[src/rtl/uart_arb_pkg.sv]
// ---------------------------------------------------------------------------
// uart_arb_pkg
// Shared types and helpers for the UART transmit arbiter.
//   arb_state_t : arbiter FSM state encoding
//   grant_w()   : width of a requester index for n requesters (min 1 bit)
// ---------------------------------------------------------------------------
package uart_arb_pkg;

    typedef enum logic [1:0] {
        IDLE  = 2'd0,
        START = 2'd1,
        WAIT  = 2'd2
    } arb_state_t;

    localparam int ARB_STATE_W = 2;

    function automatic int grant_w(input int n);
        return (n > 1) ? $clog2(n) : 1;
    endfunction

endpackage

[src/rtl/uart_tx_arbiter_rr_pick.sv]
// ---------------------------------------------------------------------------
// rr_pick
// Combinational round-robin picker. Searches i_ptr+1, i_ptr+2, ... modulo N
// and reports the first set bit of i_valid. Works for any N >= 2, including
// non-power-of-two, because the wrap is done by compare-and-subtract.
// Ports:
//   i_valid  [N]   request vector
//   i_ptr    [IW]  last served index (must be < N)
//   o_found        at least one request is set
//   o_winner [IW]  index of the winning request (0 when o_found is low)
// ---------------------------------------------------------------------------
module rr_pick import uart_arb_pkg::*; #(
    parameter int N  = 4,
    parameter int IW = grant_w(N)
) (
    input  logic [N-1:0]  i_valid,
    input  logic [IW-1:0] i_ptr,
    output logic          o_found,
    output logic [IW-1:0] o_winner
);

    logic [31:0] w_idx;

    always_comb begin
        o_found  = 1'b0;
        o_winner = '0;
        w_idx    = '0;
        for (int k = 1; k <= N; k++) begin
            w_idx = 32'(i_ptr) + 32'(k);
            if (w_idx >= 32'(N)) begin
                w_idx = w_idx - 32'(N);
            end
            if (!o_found && i_valid[w_idx[IW-1:0]]) begin
                o_found  = 1'b1;
                o_winner = w_idx[IW-1:0];
            end
        end
    end

endmodule

[src/rtl/uart_tx_arbiter.sv]
// ---------------------------------------------------------------------------
// uart_tx_arbiter
// Shares one uart_tx between NUM_REQ requesters, one frame at a time, with
// round-robin fairness.
//
//   state | meaning
//   IDLE  | no frame in flight; accept the round-robin winner when arb_en
//   START | tx_start pulse to uart_tx, tx_din already holds the word
//   WAIT  | frame on the line; wait for tx_done (or watchdog expiry)
//
// Ports:
//   clk, reset_n         clock, async active-low reset
//   arb_en               gate for new grants (in-flight frame always finishes)
//   req_valid/req_data   per-requester word, held until req_ready
//   req_ready            1-cycle accept pulse (combinational, IDLE only)
//   req_done             1-cycle frame-finished pulse (registered)
//   tx_start/tx_din      to uart_tx
//   tx_done              from uart_tx
//   grant_id             current or last granted requester
//   busy                 high in START and WAIT
//   timeout_err          1-cycle watchdog abort pulse
// Build option:
//   UART_TX_ARB_WATCHDOG_EN  enables the WAIT watchdog (TIMEOUT_CYC); when
//                            undefined timeout_err is tied 0 and WAIT waits
//                            indefinitely.
// ---------------------------------------------------------------------------
module uart_tx_arbiter import uart_arb_pkg::*; #(
    parameter int NUM_REQ     = 4,
    parameter int DATA_BITS   = 8,
    parameter int TIMEOUT_CYC = 65535
) (
    input  logic                           clk,
    input  logic                           reset_n,
    input  logic                           arb_en,
    input  logic [NUM_REQ-1:0]             req_valid,
    input  logic [NUM_REQ*DATA_BITS-1:0]   req_data,
    output logic [NUM_REQ-1:0]             req_ready,
    output logic [NUM_REQ-1:0]             req_done,
    output logic                           tx_start,
    output logic [DATA_BITS-1:0]           tx_din,
    input  logic                           tx_done,
    output logic [grant_w(NUM_REQ)-1:0]    grant_id,
    output logic                           busy,
    output logic                           timeout_err
);

    localparam int GW = grant_w(NUM_REQ);

    arb_state_t             r_state;
    logic [GW-1:0]          r_ptr;
    logic [GW-1:0]          r_grant_id;
    logic [DATA_BITS-1:0]   r_tx_din;
    logic [NUM_REQ-1:0]     r_req_done;

    logic                   w_found;
    logic [GW-1:0]          w_pick;
    logic                   w_accept;
    logic                   w_wd_expire;

    rr_pick #(
        .N  (NUM_REQ),
        .IW (GW)
    ) u_rr_pick (
        .i_valid  (req_valid),
        .i_ptr    (r_ptr),
        .o_found  (w_found),
        .o_winner (w_pick)
    );

    assign w_accept = (r_state == IDLE) && arb_en && w_found;

    always_comb begin
        req_ready = '0;
        if (w_accept) begin
            req_ready[w_pick] = 1'b1;
        end
    end

`ifdef UART_TX_ARB_WATCHDOG_EN
    localparam int CW = $clog2(TIMEOUT_CYC + 1);

    logic [CW-1:0] r_wd_cnt;
    logic          r_timeout_err;

    // tx_done on the expiry cycle wins, so it masks the abort.
    assign w_wd_expire = (r_state == WAIT) && !tx_done &&
                         (r_wd_cnt == CW'(TIMEOUT_CYC - 1));

    always_ff @(posedge clk or negedge reset_n) begin
        if (!reset_n) begin
            r_wd_cnt      <= '0;
            r_timeout_err <= 1'b0;
        end else begin
            r_timeout_err <= w_wd_expire;
            if (r_state != WAIT) begin
                r_wd_cnt <= '0;
            end else if (!w_wd_expire) begin
                r_wd_cnt <= r_wd_cnt + CW'(1);
            end
        end
    end

    assign timeout_err = r_timeout_err;
`else
    logic w_unused_timeout;

    assign w_unused_timeout = ^TIMEOUT_CYC;
    assign w_wd_expire      = 1'b0;
    assign timeout_err      = 1'b0;
`endif

    always_ff @(posedge clk or negedge reset_n) begin
        if (!reset_n) begin
            r_state    <= IDLE;
            r_ptr      <= GW'(NUM_REQ - 1);
            r_grant_id <= '0;
            r_tx_din   <= '0;
            r_req_done <= '0;
        end else begin
            r_req_done <= '0;
            case (r_state)
                IDLE: begin
                    if (w_accept) begin
                        r_tx_din   <= req_data[w_pick*DATA_BITS +: DATA_BITS];
                        r_grant_id <= w_pick;
                        r_state    <= START;
                    end
                end
                START: begin
                    r_state <= WAIT;
                end
                WAIT: begin
                    if (tx_done) begin
                        r_req_done[r_grant_id] <= 1'b1;
                        r_ptr                  <= r_grant_id;
                        r_state                <= IDLE;
                    end else if (w_wd_expire) begin
                        r_ptr   <= r_grant_id;
                        r_state <= IDLE;
                    end
                end
                default: begin
                    r_state <= IDLE;
                end
            endcase
        end
    end

    assign tx_start = (r_state == START);
    assign busy     = (r_state != IDLE);
    assign tx_din   = r_tx_din;
    assign grant_id = r_grant_id;
    assign req_done = r_req_done;

endmodule
[config.mk]
export PLATFORM = sky130hd
export DESIGN_NAME = uart_tx_arbiter
export DESIGN_NICKNAME = d
export VERILOG_FILES = /design/src/rtl/uart_arb_pkg.sv /design/src/rtl/uart_tx_arbiter_rr_pick.sv /design/src/rtl/uart_tx_arbiter.sv
export SDC_FILE = /design/constraint.sdc
export NUM_CORES = 1
export LEC_CHECK = 0
export BUFFER_PORTS_ARGS = -buffer_cell sky130_fd_sc_hd__buf_2
export CORE_MARGIN = 4
export CORE_UTILIZATION = 46
export DETAILED_ROUTE_END_ITERATION = 12
export PLACE_DENSITY_LB_ADDON = 0.3
export SYNTH_ARGS = -nofsm -noshare
export SYNTH_HDL_FRONTEND = slang
export SYNTH_HIERARCHICAL = 1
export SYNTH_SLANG_ARGS = --single-unit
[constraint.sdc]
create_clock -name clk -period 4.9 [get_ports clk]
set_clock_uncertainty 0.2 [all_clocks]
set_input_delay 0.735 -clock clk [delete_from_list [all_inputs] [get_ports clk]]
set_output_delay 0.735 -clock clk [all_outputs]
set_load 0.02 [all_outputs]
**Yosys cells after proc, flatten, opt, wreduce, memory -nomap -nowiden**

Cells that the tools add are included.

- Shift-type cells: 1
- $lt $le $gt $ge: 12
- Equal/unequal tests: 4
- Muxes and demuxes: 30
- Reductions and logical operators: 15
- $add $sub $neg: 8

Operators by type and width:

| operator | count |
|---|---|
| $shiftx A32 B6 Y8 | 1 |
| $mux W2 | 10 |
| $lt A2 B3 Y1 const B | 6 |
| $mux W4 | 3 |
| $mux W1 | 10 |
| $ge A3 B3 Y1 const B | 3 |
| $bmux W1 S2 | 4 |
| $sub A2 B1 Y2 const B | 4 |
| $logic_and A1 B1 Y1 | 7 |
| $add A2 B2 Y3 const B | 2 |
| $pmux W2 S3 | 1 |
| $reduce_and A2 Y1 | 3 |
| $add A2 B3 Y4 const B | 1 |
| $demux W1 S2 | 2 |
| $ge A2 B1 Y1 const B | 2 |
| $ge A4 B3 Y1 const B | 1 |
| $ne A2 B2 Y1 const B | 2 |
| $add A2 B1 Y3 const B | 1 |
| $logic_not A1 Y1 | 3 |
| $eq A2 B1 Y1 const B | 1 |
| $eq A2 B2 Y1 const B | 1 |
| $logic_not A2 Y1 | 1 |
| $reduce_bool A2 Y1 | 1 |

- Register bits after elaboration: 18
- Output and inout bits: 21
- Input port bits: 40

**Longest topological paths before layout**

Gate-level depths: netlist of the first run.

- Depth after elaboration: 20
- Depth in mapped cells: 6
- Depth with buffers taken out: 5

**Modules after synthesis**

Netlist of the first run, hierarchy kept.

By module, submodules not included:

| module | area an instance (um^2) | instances | cells each |
|---|---|---|---|
| uart_tx_arbiter | 934.6 | 1 | 61 |
| rr_pick | 91.3 | 1 | 14 |

**Least setup slack after synthesis of the first run**

OpenSTA, ideal clock, no wires.

- Path kind: input -> output
- Start: input req_valid[2]
- End: output req_ready[1]
- Slack: 2.053 ns
- Data required time: 3.965 ns
- Arrival: 1.912 ns
- Cell stages on the path: 6
- Cells stage by stage: and2b_1 -> a21oi_2 -> o221ai_2 -> buf_6 -> inv_1 -> nor3_1

- Word-level cells in the longest chain between the ends: 17
- Elaborated cells between the ends (all ways): 29
- Classes of those cells: order compare: 2; mux: 19; reduce/logical: 8

RTL lines:

| what | line | RTL |
|---|---|---|
| from (decl) | uart_tx_arbiter.sv:35 | `input logic [NUM_REQ-1:0] req_valid,` |
| $bmux W1 S2 | uart_tx_arbiter_rr_pick.sv:33 | `if (!o_found && i_valid[w_idx[IW-1:0]]) begin` |
| $mux W1 (implied by the code) | uart_tx_arbiter_rr_pick.sv:33 |  |
| $mux W1 | uart_tx_arbiter_rr_pick.sv:33 |  |
| $logic_not A1 Y1 | uart_tx_arbiter_rr_pick.sv:33 |  |
| $logic_and A1 B1 Y1 | uart_tx_arbiter_rr_pick.sv:33 |  |
| $mux W1 | uart_tx_arbiter_rr_pick.sv:33 |  |
| $logic_not A1 Y1 | uart_tx_arbiter_rr_pick.sv:33 |  |
| $logic_and A1 B1 Y1 | uart_tx_arbiter_rr_pick.sv:33 |  |
| [2 not listed] | - |  |
| $logic_and A1 B1 Y1 | uart_tx_arbiter_rr_pick.sv:33 |  |
| $mux W2 (*) | uart_tx_arbiter_rr_pick.sv:33 |  |
| via w_pick[0] | uart_tx_arbiter.sv:56 | `logic [GW-1:0] w_pick;` |
| $lt A2 B3 Y1 (implied by the code) or $ge A2 B1 Y1 (tied branches) | uart_tx_arbiter.sv:75 | `req_ready[w_pick] = 1'b1;` |
| $logic_and A1 B1 Y1 (implied by the code) | uart_tx_arbiter.sv:75 |  |
| $mux W1 (implied by the code) | uart_tx_arbiter.sv:75 |  |
| $demux W1 S2 (*) | uart_tx_arbiter.sv:75 |  |
| $mux W4 (*) | uart_tx_arbiter.sv:74 | `if (w_accept) begin` |
| to (decl) | uart_tx_arbiter.sv:37 | `output logic [NUM_REQ-1:0] req_ready,` |

The timed path passes the listed nets; every way through them passes the cells marked *. The select of a mux whose other input is x is not followed.

**Worst setup path after layout of the first run**

Ends and elaborated chain as after synthesis.

==> results of run 1 <==
-- area by class of cell --
class	instances	area [um^2]
fill	174	673
multi-input combinational	48	524
sequential	18	453
timing repair buffer	60	303
clock buffer	4	36.3
tap	27	33.8
inverter	5	18.8
-- logic make-up (layout without fill, tap and decap cells) --
kind of cell,Yosys count,in the layout,share of synthesized area
compound gates,5,5,0.0390
buf+inv,9,69,0.0476
flops,18,18,0.441
mux,21,21,0.345
other cells,1,1,0.00366
simple gates,21,21,0.123
-- power breakdown --
group	switching [mW]	total (mW)	internal (mW)
Clock	0.0421	0.0872	0.0452
Combinational	0.199	0.405	0.206
Sequential	0.0487	0.265	0.217
-- flip-flops by register name, summed over array words and instances (netlist names) --
signal    flops
tx_din        8
req_done      4
grant_id      2
r_ptr         2
r_state       2
-- through the flow --
stage	worst slack, ns	util	hold slack, ns	power [mW]
finish	1.70	0.670	0.158	0.758
global route	1.44	0.670	0.166	0.813
floorplan	2.05	-	0.239	0.571
global placement	1.72	0.653	0.293	0.668
CTS	1.64	0.670	0.163	0.768
detailed placement	1.64	0.653	0.288	0.679
-- per-layer routing --
metal | GRT usage | vias up
met3 | 0.0606 | 2
met2 | 0.230 | 39
met4 | 0.0417 | 0
li1 | - | 396
met1 | 0.187 | 386
met5 | 0 | -
-- worst paths after layout --
kind,start,endpoint,depth (start not counted)
worst max-delay path,req_valid[2],req_ready[1],7
worst min-delay path,reset_n,req_done[2],1
worst max register to register,r_ptr[1],tx_din[1],5
worst min register to register,tx_din[1],tx_din[1],1
max in group asynchronous,reset_n,r_ptr[0],1
min in group clk,tx_din[1],tx_din[1],1
-- cells in the final DEF, fill, tap and decap left out, types with 3 or more instances in the layout --
cell | Yosys | routed
buf_2 | 0 | 59
dfrtp_1 | 16 | 16
mux4_2 | 7 | 7
mux2_4 | 7 | 7
nor3_1 | 6 | 6
inv_1 | 5 | 5
mux2_2 | 4 | 4
clkbuf_4 | 0 | 3
nand2b_1 | 3 | 3
==> summary.md, run 1 <==
| Metric | Value |
|---|---|
| CTS root buffer | clkbuf_4 |
| Number of synthesis warnings | 6 |
| Crit end category | output port |
| Routed wl met2 | around 1000 um |
| Share of layout cells above drive strength 1 | 0.659 |
| Final GP Congestion | 0.694 |
| Starting Density | 0.502 |
| Max stage delay on crit path | about 0.60 ns |
| Cell family with most CP delay | compound AO/OA/AOI/OAI gates |
| Met1 Wirelength | ~860 um |
| Syn_area_per_cell | roughly 14 um^2 |
| Async SR Flop Fraction | 1.00 |
| Core area | 0.00204 mm^2 |
| N_diodes | 0 |
| Final wirelength | approximately 2100 um |
| Die Y | 55.2 um |
| Worst VDD drop | 0.359 mV |
| Num CTS Buffers | 3 |
| Commonest cells post-synth | 16 x dfrtp_1, 7 x mux2_4, 7 x mux4_2, 6 x nor3_1, 5 x inv_1 |
| Routed Antenna Nets | 0 |
| Worst Setup Start Kind | input pin |
| Status | completed |
| Row count | 16 |
| CTS max path bufs | 2 |
| CP bufs+invs | 3 |
| Count of cell types in the netlist | 28 |
| CP max FO | 11 |
| RSZ-0062 raised after global routing | no |
| Placed Area | 0.00133 mm^2 |
| Starting DRT DRC Count | 15 |
| Non-filler cells in the finished layout | 162 |
| Critical path's most frequent cell | buf_2 |
| Pre-antenna DRT Iters | 4 |
| Fin Setup TNS | 0 ns |
| Post-synthesis cell count | 75 |
| Fmax | 313 MHz |
| CTS sink count | 18 |
| Synth area leader | dfrtp_1 |
| Worst reg2reg setup slack | around 2.3 ns |
| Max-Slew Margin vs Limit | 0.485 |
| Final Setup Violations | 0 |
| Fin. max-slew vios | 0 |
| GRT overflow | 0 |
| Register area share after synthesis | 0.441 |
| GRT Util Overall | 0.147 |
| Initial antenna violation count | 0 |
| Layout area overhead | 33.4% |
| Post-route cell area | 0.00137 mm^2 |
| Width of the chip | 55.2 um |
| Setup Buffers After CTS | 0 |
| Pwr dens | 554 mW/mm^2 |
| Post-synthesis register bit count | 18 |
| Top post-synthesis cells by area | dfrtp_1 39%, mux4_2 15%, mux2_4 10% |
| Placed Cells | 158 |
| Metal3 WL | around 230 um |
| WP data arrival | about 2.3 ns |
| CTS tree | done |
| Via count | 823 |
| Port bufs | 59 |
| Slowest stage cell, crit path | o221ai_2 |
| Tmin final | 3.20 ns |
| Hold WC Path Type | input pin to asynchronous set/reset pin |
| Max Cap Violations | 0 |
| Setup CP Type | input pin to output port |
| P_leak | ~0.72 nW |
| Post-synth EDFFs | 0 |
| Post-cts resize count | 0 |
| Nets | 176 |
| Net count after synthesis | 115 |
| Ports | 61 |
| Top-area cell type share of the netlist area | 0.390 |
| Post-DR wirelength/cell | 13.1 um |
| Worst endpoint required time | 3.96 ns |
| CP Cell Sequence | buf_2 > and2b_1 > a21oi_2 > o221ai_2 > inv_1 > nor3_1 > buf_2 |
| Die ar. | 0.00305 mm^2 |
| Vias in the first global route | 834 |
| Max Used Layer | met4 |
| Endpoints failing hold | 0 |
| Fin crit share | 0.652 |
| DP Wirelength | 1770 um |
| Post-Syn Area | a little over 0.001 mm^2 |
| Dominant synthesized flop cell | dfrtp_1 |
| Reg clk slew, reported paths | 0.10 ns |
| Largest net degree at the start of global routing | 19 |
| Residual DRC | 0 |
| Htree depth | 1 |
| Latest clock arrival within the worst-skew pair | 0.28 ns |
| Cts hold-fix bufs | 0 |
| Vias per cell | 5.08 |
| Count leader, synth | dfrtp_1 |
| Worst-Margin Slew | 0.772 ns |
| First-pass GRT wire length | between 3000 and 4000 um |
Note: power is estimated with default switching activity, not from simulation.
==> inputs of run 2 (changes only) <==
--- a/config.mk
+++ b/config.mk
@@ -7,7 +7,7 @@
 export LEC_CHECK = 0
 export BUFFER_PORTS_ARGS = -buffer_cell sky130_fd_sc_hd__buf_2
 export CORE_MARGIN = 4
-export CORE_UTILIZATION = 46
+export CORE_UTILIZATION = 42
 export DETAILED_ROUTE_END_ITERATION = 12
 export PLACE_DENSITY_LB_ADDON = 0.3
 export SYNTH_ARGS = -nofsm -noshare
==> constraint.sdc (replaced) <==
create_clock -name clk -period 2.95 [get_ports clk]
set_clock_uncertainty 0.2 [all_clocks]
set_input_delay 0.4425 -clock clk [delete_from_list [all_inputs] [get_ports clk]]
set_output_delay 0.4425 -clock clk [all_outputs]
set_load 0.02 [all_outputs]
==> run 2 against run 1 <==
- sequential power is 69% higher
- first-iteration DRC count is 6.7% higher
- critical path type is now flop to output port
- setup slack worse by 1.4 ns
- critical path depth stayed put
- highest routed layer unchanged
- largest cell class unchanged
- clock-buffer cell count stayed put
==> summary.md, run 2 (synthesized netlist as in run 1, its figures left out) <==
| Metric | Value |
|---|---|
| First-pass GRT wire length | 3890 um (+7.4%) |
| Nets | 179 (+1.7%) |
| Share of layout cells above drive strength 1 | 0.652 (-0.00709) |
| Post-cts resize count | 0 (unchanged) |
| Via count | 853 (+3.6%) |
| CP Cell Sequence | nand2b_1 > a21oi_2 > o221ai_2 > buf_4 > inv_1 > nor3_1 > buf_2 |
| Fillcell total | 186 (+6.9%) |
| N_diodes | 0 (unchanged) |
| R2R Path End | tx_din[1] |
| Starting DRT DRC Count | 16 (+1) |
| Die Y | 57.4 um (+4.0%) |
| Stages on worst setup path | 7 (unchanged) |
| Post-DR wirelength/cell | 14.3 um (+9.3%) |
| Critical path origin | r_ptr[1] |
| Worst reg2reg setup slack | 0.60 ns (-1.69 ns) |
| Num CTS Buffers | 3 (unchanged) |
| CTS max path bufs | 2 (unchanged) |
| Vias per cell | 5.14 (+1.1%) |
| Fmax | approximately 380 MHz |
| Met3 usage | 0.0204 (-0.0402) |
| Fin Setup TNS | 0 ns (unchanged) |
| Htree depth | 1 (unchanged) |
| Cell family with most CP delay | flip-flops |
| Ports | 61 (unchanged) |
| Finished Core Util | 0.609 (-0.0618) |
| Initial antenna violation count | 0 (unchanged) |
| Final Setup Violations | 0 (unchanged) |
| Slowest stage cell, crit path | dfstp_2 |
| RSZ-0062 raised after global routing | no |
| Met2 Track Usage GR | 0.294 (+0.0638) |
| Width of the chip | 57.4 um (+4.0%) |
| Worst Setup Start Kind | flop |
| Starting Density | 0.451 (-0.0517) |
| WP data arrival | 1.98 ns (-0.28 ns) |
| Endpoints failing hold | 0 (unchanged) |
| CTS tree | done |
| CTS root buffer | clkbuf_4 |
| Most common cell after layout, fill and taps aside | buf_2 |
| Row count | 17 (+1) |
| Worst slack at placement | 0.556 ns (-1.09 ns) |
| Most frequent cells in the layout | 59 x buf_2, 16 x dfrtp_1, 7 x mux4_2, 7 x mux2_4, 6 x nor3_1 |
| GR Util met1 | 0.158 (-0.0296) |
| Final GP Congestion | 0.749 (+7.9%) |
| Die ar. | 0.00330 mm^2 (+8.1%) |
| GRT overflow | 0 (unchanged) |
| RR Startpoint | r_ptr[1] |
| Largest net degree at the start of global routing | 19 (unchanged) |
| Routed Antenna Nets | 0 (unchanged) |
| Setup WS post-layout | 0.327 ns (-1.38 ns) |
| CP max FO | 11 (unchanged) |
| Hold WC Path Type | flop to flop |
| Worst VDD drop | 0.491 mV (+37%) |
| Vias in the first global route | 873 (+4.7%) |
| Pwr dens | 913 mW/mm^2 (+65%) |
| FF/Latch Area | 453 um^2 (unchanged) |
| Residual DRC | 0 (unchanged) |
| Placed Area | 0.00135 mm^2 (+1.2%) |
| Core area | 0.00228 mm^2 (+11%) |
| Port bufs | 59 (unchanged) |
| Layout area overhead | 35.0% |
| Reg2Reg Depth | 6 (+1) |
| Setup Buffers After CTS | 0 (unchanged) |
| DP Wirelength | 1970 um (+11%) |
| Latest clock arrival within the worst-skew pair | 0.28 ns (about the same) |
| Status | completed |
| Setup CP Type | flop to output port |
| Max stage delay on crit path | 0.60 ns (about the same) |
| Max FFs per register | 8 (unchanged) |
| CTS sink count | 18 (unchanged) |
| Tmin final | ~2.6 ns |
| Pre-antenna DRT Iters | 2 (-2) |
| Final wirelength | 2370 um (+12%) |
| CP endpoint | req_ready[1] |
| Post-route cell area | 0.00139 mm^2 (+1.2%) |
| Fin. max-slew vios | 0 (unchanged) |
| P_leak | 0.728 nW (+1.1%) |
| Cts hold-fix bufs | 1 (+1) |
| Crit end category | output port |
| GRT Util Overall | 0.152 (+0.00493) |
| Max Cap Violations | 0 (unchanged) |
| Reg clk slew, reported paths | 0.10 ns (about the same) |
| CP bufs+invs | 3 (unchanged) |
| Worst endpoint required time | 2.31 ns (-1.65 ns) |
| Grt peak-use layer | met2 |
| Multi-input logic area | 524 um^2 (unchanged) |
| Fin crit share | 0.889 |
[run 2: cell count changes in the layout (fill, tap and decap cells not counted)]
cell | previous run | this run
buf_4 | 1 | 3
clkbuf_1 | 0 | 1
clkbuf_8 | 1 | 0
dlygate4sd3_1 | 0 | 1
[run 2: worst min-delay path by stage]
| stage | startpoint | to | depth (start not counted) |
|---|---|---|---|
| floorplan | reset_n | grant_id[0] | 0 |
| global placement | reset_n | req_done[0] | 1 |
| detailed placement | reset_n | req_done[2] | 1 |
| CTS | tx_din[4] | tx_din[4] | 1 |
| global route | tx_din[2] | tx_din[2] | 1 |
| finish | tx_din[3] | tx_din[3] | 1 |
[run 2: where the power goes]
part / switching (mW) / internal, mW / total (mW) / leakage, nW
sequential: 0.0864 / 0.360 / 0.447 / 0.219
combinational: 0.340 / 0.356 / 0.696 / 0.494
clock: 0.0694 / 0.0525 / 0.122 / 0.0150
[run 2: layout make-up]
class / count / share of cell area
timing repair buffer: 63 / 0.237
clock buffer: 4 / 0.0190
multi-input combinational: 48 / 0.379
tap: 28 / 0.0253
inverter: 5 / 0.0136
sequential: 18 / 0.327
[run 2: metrics by stage]
| step | power (mW) | cells | hold slack, ns |
|---|---|---|---|
| after floorplan | 0.948 | 75 | -0.0531 |
| after CTS | 1.28 | 166 | 0.325 |
| after global routing | 1.35 | 166 | 0.343 |
| after detailed placement | 1.15 | 161 | 0.186 |
| final | 1.26 | 166 | 0.320 |
| after global placement | 1.12 | 161 | 0.179 |
[run 2: per-layer routing]
layer,up-vias,part of all wire
met4,0,0.011
met2,29,0.56
met1,422,0.36
met5,-,0
met3,2,0.068
li1,400,-
